### src/rtl/mult_rr_arbiter.sv
// Round-robin arbiter and sequencer that time-shares one combinational array
// multiplier among four requesters, holding each product under valid/ack.
module mult_rr_arbiter #(
    parameter int SIZE       = 16,
    parameter int MUL_CYCLES = 1
) (
    input  logic                Clock,
    input  logic                Reset,
    input  logic [3:0]          iReq,
    input  logic [4*SIZE-1:0]   iOpA,
    input  logic [4*SIZE-1:0]   iOpB,
    output logic [3:0]          oGrant,
    output logic [SIZE-1:0]     oMulA,
    output logic [SIZE-1:0]     oMulB,
    input  logic [2*SIZE-1:0]   iMulR,
    output logic [2*SIZE-1:0]   oResult,
    output logic [1:0]          oId,
    output logic                oValid,
    input  logic                iAck,
    output logic                oBusy
);

    localparam logic [1:0] IDLE = 2'd0;
    localparam logic [1:0] WAIT = 2'd1;
    localparam logic [1:0] DONE = 2'd2;

    logic [1:0] state;
    logic [7:0] count;
    logic [1:0] last;
    logic [1:0] winner;
    logic [1:0] cand;
    logic       found;

    // Search last+1 .. last+4 (wrapping) so the previous winner comes last.
    always_comb begin
        found  = 1'b0;
        winner = last;
        cand   = 2'd0;
        for (int i = 1; i <= 4; i++) begin
            cand = last + 2'(i);
            if (!found && iReq[cand]) begin
                found  = 1'b1;
                winner = cand;
            end
        end
    end

    always_ff @(posedge Clock) begin
        if (Reset) begin
            state   <= IDLE;
            count   <= 8'd0;
            last    <= 2'd3;
            oGrant  <= 4'd0;
            oMulA   <= '0;
            oMulB   <= '0;
            oResult <= '0;
            oId     <= 2'd0;
            oValid  <= 1'b0;
        end else begin
            oGrant <= 4'd0;
            case (state)
                IDLE: begin
                    if (found) begin
                        oMulA  <= iOpA[winner*SIZE +: SIZE];
                        oMulB  <= iOpB[winner*SIZE +: SIZE];
                        oId    <= winner;
                        last   <= winner;
                        oGrant <= 4'b0001 << winner;
                        count  <= 8'(MUL_CYCLES - 1);
                        state  <= WAIT;
                    end
                end
                // Operands stay on the multiplier inputs until the next grant.
                WAIT: begin
                    if (count == 8'd0) begin
                        oResult <= iMulR;
                        oValid  <= 1'b1;
                        state   <= DONE;
                    end else begin
                        count <= count - 8'd1;
                    end
                end
                DONE: begin
                    if (iAck) begin
                        oValid <= 1'b0;
                        state  <= IDLE;
                    end
                end
                default: state <= IDLE;
            endcase
        end
    end

    assign oBusy = (state != IDLE);

endmodule

### config.mk
export PLATFORM = sky130hd
export DESIGN_NAME = mult_rr_arbiter
export DESIGN_NICKNAME = d
export VERILOG_FILES = /design/src/rtl/mult_rr_arbiter.sv
export SDC_FILE = /design/constraint.sdc
export NUM_CORES = 1
export LEC_CHECK = 0
export ABC_AREA = 0
export BUFFER_PORTS_ARGS = -buffer_cell sky130_fd_sc_hd__buf_2
export CORE_UTILIZATION = 25
export CTS_BUF_LIST = sky130_fd_sc_hd__clkbuf_4
export CTS_CLUSTER_DIAMETER = 60
export DETAILED_ROUTE_END_ITERATION = 7
export SLEW_MARGIN = 20
export SYNTH_ARGS = -nofsm -noshare
export SYNTH_HDL_FRONTEND = slang
export SYNTH_SLANG_ARGS = --single-unit
### constraint.sdc
create_clock -name Clock -period 1.75 [get_ports Clock]
set_input_delay 0.175 -clock Clock [delete_from_list [all_inputs] [get_ports Clock]]
set_output_delay 0.175 -clock Clock [all_outputs]
set_load 0.1 [all_outputs]
Word-level counts from Yosys, hierarchy flattened
Cells that the tools add are included.
- register bits after elaboration: 83
- input bits: 167
- output and inout port bits: 72
- word-level logic and storage cells: 71
- add/sub/neg operators: 4
- magnitude comparators: 4
- equal/unequal tests: 6
- shift operators: 3
- mux-type cells: 26
- bitwise logic cells: 2
- reduce and logical (&&, ||, !) cells: 17
- operators with widths (cell ; count):
    variable part select 64 x 7 -> 16 bit ; 2
    2-to-1 mux 8 bit ; 2
    one-hot mux 8 bit (2 select lines) ; 1
    2-to-1 mux 2 bit ; 7
    < comparator 2 x 3 -> 1 bit, second input constant ; 4
    2-to-1 mux 1 bit ; 10
    AND reduction 3 bit ; 3
    binary-select mux 1 bit (select 2 bit) ; 4
    logical NOT 8 bit ; 1
    inequality test 2 bit, second input constant ; 4
    subtractor 8 x 1 -> 8 bit, second input constant ; 1
    one-hot mux 2 bit (3 select lines) ; 1
    nonzero test 2 bit ; 3
    adder 2 bit, second input constant ; 2
    AND reduction 2 bit ; 2
    << shifter 1 x 2 -> 4 bit, first input constant ; 1
    logical AND 1 bit ; 3
    logical NOT 1 bit ; 3
    OR reduction 3 bit ; 1
    adder 2 x 1 -> 2 bit, second input constant ; 1
    == test 2 x 1 -> 1 bit, second input constant ; 1
    == test 2 bit, second input constant ; 1
    logical NOT 2 bit ; 1
    inverter 1 bit ; 2
    one-hot mux 1 bit (2 select lines) ; 1

Longest topological paths before layout
- depth in word-level cells: 15
- depth in mapped cells: 9
- depth with buffers taken out: 7

Worst setup path before layout
No wires, ideal clock.
- kind: register -> register
- start point: register state[1]
- end point: register oMulA[3]
- setup time: 0.126 ns
- data arrival time: 1.905 ns
- required time: 1.624 ns
- slack: -0.281 ns
- stages on the path, launching flop included: 7
- buffers on the path: 1
- period minus slack after synthesis: 2.031 ns
- path through: dfxtp_1 or2_1 nor3_4 o211ai_2 buf_2 a21o_1 o211ai_2
- cells in the longest elaborated chain, start to end: 2
- RTL lines (what ; RTL line ; RTL):
    start: declaration ; 27 ; logic [1:0] state;
    start signal: assignment ; 50 ; state <= IDLE;
    start signal: assignment ; 70 ; state <= WAIT;
    start signal: assignment ; 78 ; state <= DONE;
    logical NOT 2 bit ; 61 ; case (state)
    AND reduction 2 bit (no line) ; - ;
    end signal: assignment ; 64 ; oMulA <= iOpA[winner*SIZE +: SIZE];
    end: declaration ; 13 ; output logic [SIZE-1:0] oMulA,
Every way passes these cells.
A chain may end at the register's enable or synchronous reset.

Worst setup path after layout
- start point: register last[0]
- end point: register oMulB[5]
- cells in the longest elaborated chain, start to end: 14
- elaborated cells on any way between the ends: 27
- classes of those cells: 3 x add/sub; 1 x shift; 16 x mux; 7 x reduce/logical
- RTL lines (what ; RTL line ; RTL):
    start: declaration ; 29 ; logic [1:0] last;
    start signal: assignment ; 67 ; last <= winner;
    adder 2 x 1 -> 2 bit ; 40 ; cand = last + 2'(i);
    binary-select mux 1 bit (select 2 bit) ; 41 ; if (!found && iReq[cand]) begin
    2-to-1 mux 1 bit (implied by the code) ; 41 ;
    2-to-1 mux 1 bit ; 41 ;
    logical NOT 1 bit ; 41 ;
    logical AND 1 bit ; 41 ;
    2-to-1 mux 1 bit ; 41 ;
    logical NOT 1 bit ; 41 ;
    logical AND 1 bit ; 41 ;
    2-to-1 mux 1 bit ; 41 ;
    logical NOT 1 bit ; 41 ;
    logical AND 1 bit ; 41 ;
    2-to-1 mux 2 bit / 2-to-1 mux 1 bit (equally long branches) ; 41 ;
    variable part select 64 x 7 -> 16 bit / AND reduction 2 bit (equally long branches) ; - ;
    end signal: assignment ; 65 ; oMulB <= iOpB[winner*SIZE +: SIZE];
    end: declaration ; 14 ; output logic [SIZE-1:0] oMulB,
Parallel ways exist; a longest one is shown, timed or not. The select of a mux whose other input is x is not followed.

==> impl_metrics.ini <==
[status]
status = finished, final reports clean

[setup_path]
crit_fanout = 31
worstPathArrival_ns = 2.09
cp_data_required_time_ns = 2.11
end_kind = flop
crit_path_start_kind = flop
critical_path_class = reg2reg

[synth]
async_flop_share_pct = 0
synth_cell_types = 40
synth_flop_cell = dfxtp_1
syn_area_per_cell_um2 = 8.72
synth_warnings = 0
synth_edf_count = 0
ys_seq_area_share_pct = 37.9
syn_nets = 671
synthCells = 502
ys_seq_elements = 83
syn_area_mm2 = 0.00438

[placed_design]
pre_cts_slack_ns = -0.0323
place_congestion = 0.787
io_buffers = 238
place_area_mm2 = 0.00594
dpl.hpwl_um = 10800

[timing]
tightest_slew_ns = 0.529
slew_headroom_pct = 64.7
clock_skew_ns = 0.0177
finalHoldViolations = 0
finalCriticalPeriod_ns = 1.73
rsz0062_at_grt = yes
setup_viol = 0
fmax_ghz = 0.577
finalCritPeriodShare_pct = 99.0
worst_slack_ns = 0.0183
hold_ws_ns = 0.0604
maxSlewViolCount = 0

[floorplanning]
core_area_mm2 = 0.0172
dieArea_mm2 = 0.0180
core.rowCount = 48
dieWidth_um = 134
start_util_pct = 25.5
die_h_um = 134
ios = 239

[clock_network]
numCtsBuffers = 9
cts.sinks = 83
clock_path_buffers = 2
clkTransAtPathRegs_ns = 0.15
cts_tree = done
clockRootBuffer = clkbuf_4
clk_latency_ns = 0.46
htree_levels = 3

[routing]
initialDrtViolationCount = 176
drt-pass1-iter-count = 5
ant_nets = 0
vias_per_cell = 4.81
vias = 5129
totalWireLength_um = 17600
wl_per_cell_um = 16.5
remaining_drc_errors = 0

[flow_run]
cap_viol_max_count = 0

[global_routing]
grt_max_degree = 35
grt_antenna_before_repair = 1
grt_overflow = 0
grt_pass1_vias = 5060
track_usage_pct = 18.2
grt_pass1_wl_um = 25300

[power_and_ir_drop]
power_density_mw_per_mm2 = 2090
ir_drop_v = 0.00138
total_power_uw = 15100
power.leakage_uw = 0.00343

[finish]
fin_area_mm2 = 0.00723
seqCellArea_mm2 = 0.00167
nNetsFinal = 1004
syn_to_final_growth_pct = 65.1
final_cell_mix = 237 x buf_2, 102 x nand2_1, 96 x dlygate4sd3_1
multiInputGateArea_mm2 = 0.00250
drive_above_1_share_pct = 41.0
final_common_cell = buf_2
fillCellCount = 1687

[worst_hold_path]
hp-class = in2reg
==> cells by family after synthesis <==
family	after synthesis	share of synthesized area, %
AND/OR/NAND/NOR	184	20.3
AO/OA/AOI/OAI	145	26.1
flip-flops	83	37.9
buffers and inverters	50	6.60
multiplexers	32	7.31
XOR/XNOR	6	1.20
adder cells (fa/ha/maj)	2	0.571
==> final timing paths <==
kind / endpoint / start / slack [ns] / cells after the start
min reg2reg: oId[1]$_SDFFE_PP0P_ / oId[1]$_SDFFE_PP0P_ / 0.45 / 2
max reg2reg: oMulB[5]$_SDFFE_PP0P_ / last[0]$_SDFFE_PP1P_ / 0.02 / 7
max: oMulB[5]$_SDFFE_PP0P_ / last[0]$_SDFFE_PP1P_ / 0.02 / 7
min: oMulB[11]$_SDFFE_PP0P_ / iOpB[11] / 0.06 / 3
==> routing by layer <==
metal / vias up / share of wire (%) / global-route usage (%)
met5: - / 0 / 0
met4: 0 / 1.9 / 6.80
met3: 26 / 9.3 / 5.90
met2: 250 / 49 / 32.7
met1: 2374 / 39 / 19.7
li1: 2479 / - / -
==> cell usage after synthesis, types with 3 or more instances <==
cell type	n	area, um^2
nand2_1	103	387
o211ai_1	4	30.0
nor2b_1	4	25.0
o31ai_1	32	240
inv_1	5	18.8
clkbuf_1	21	78.8
a21o_1	32	240
a21oi_1	35	175
buf_6	4	45.0
o211ai_2	29	363
xor2_1	6	52.6
nand3_1	4	20.0
nor3_1	3	15.0
nor2_1	19	71.3
mux2i_1	32	320
dfxtp_1	83	1660
buf_12	3	60.1
o21ai_1	4	20.0
nand4_1	36	225
buf_2	15	75.1
==> what timing repair did <==
item | in CTS | in global routing
setup buffers | 1 | 2
gates cloned | 1 | 2
hold buffers | 96 | 0
hold endpoints to repair | 66 | 0
resized for setup | 3 | 17
setup endpoints to repair | 5 | 58
pin swaps | 1 | 4
==> through the flow <==
step	util [%]	TNS, ns	std cells
3_5_place_dp	34.6	-0.0459	947
6_report	42.1	0	1066
5_1_grt	42.1	-0.0829	1066
4_1_cts	41.4	0	1061
3_3_place_gp	34.6	0	947
2_1_floorplan	-	0	502
==> worst max-delay path, cell delays in order (launching register included) <==
cell	delay, ns
dfxtp_4	0.41
nor2b_1	0.08
o21a_2	0.24
buf_4	0.15
buf_12	0.16
o31ai_1	0.33
a21o_1	0.19
o211ai_2	0.08
==> power by group <==
part / switching, uW / internal, uW / total (uW)
registers: 432 / 2670 / 3100
clock network: 802 / 605 / 1410
logic: 7870 / 2760 / 10600
==> sequential cells by signal (all words and copies together), names as in the netlist <==
signal and cells:
oValid 1, oMulA 16, oMulB 16, last 2, oId 2, count 8
state 2, oResult 32, oGrant 4
==> cell type report <==
cell class	count	share of cell area (%)
Timing Repair Buffer	367	35.8
Inverter	5	0.260
Tap cell	225	3.89
Antenna cell	1	0.0346
Sequential cell	83	23.1
Clock buffer	9	0.934
Multi-Input combinational cell	369	34.6
Clock inverter	7	1.47
Power figures use the tool's default switching activity.
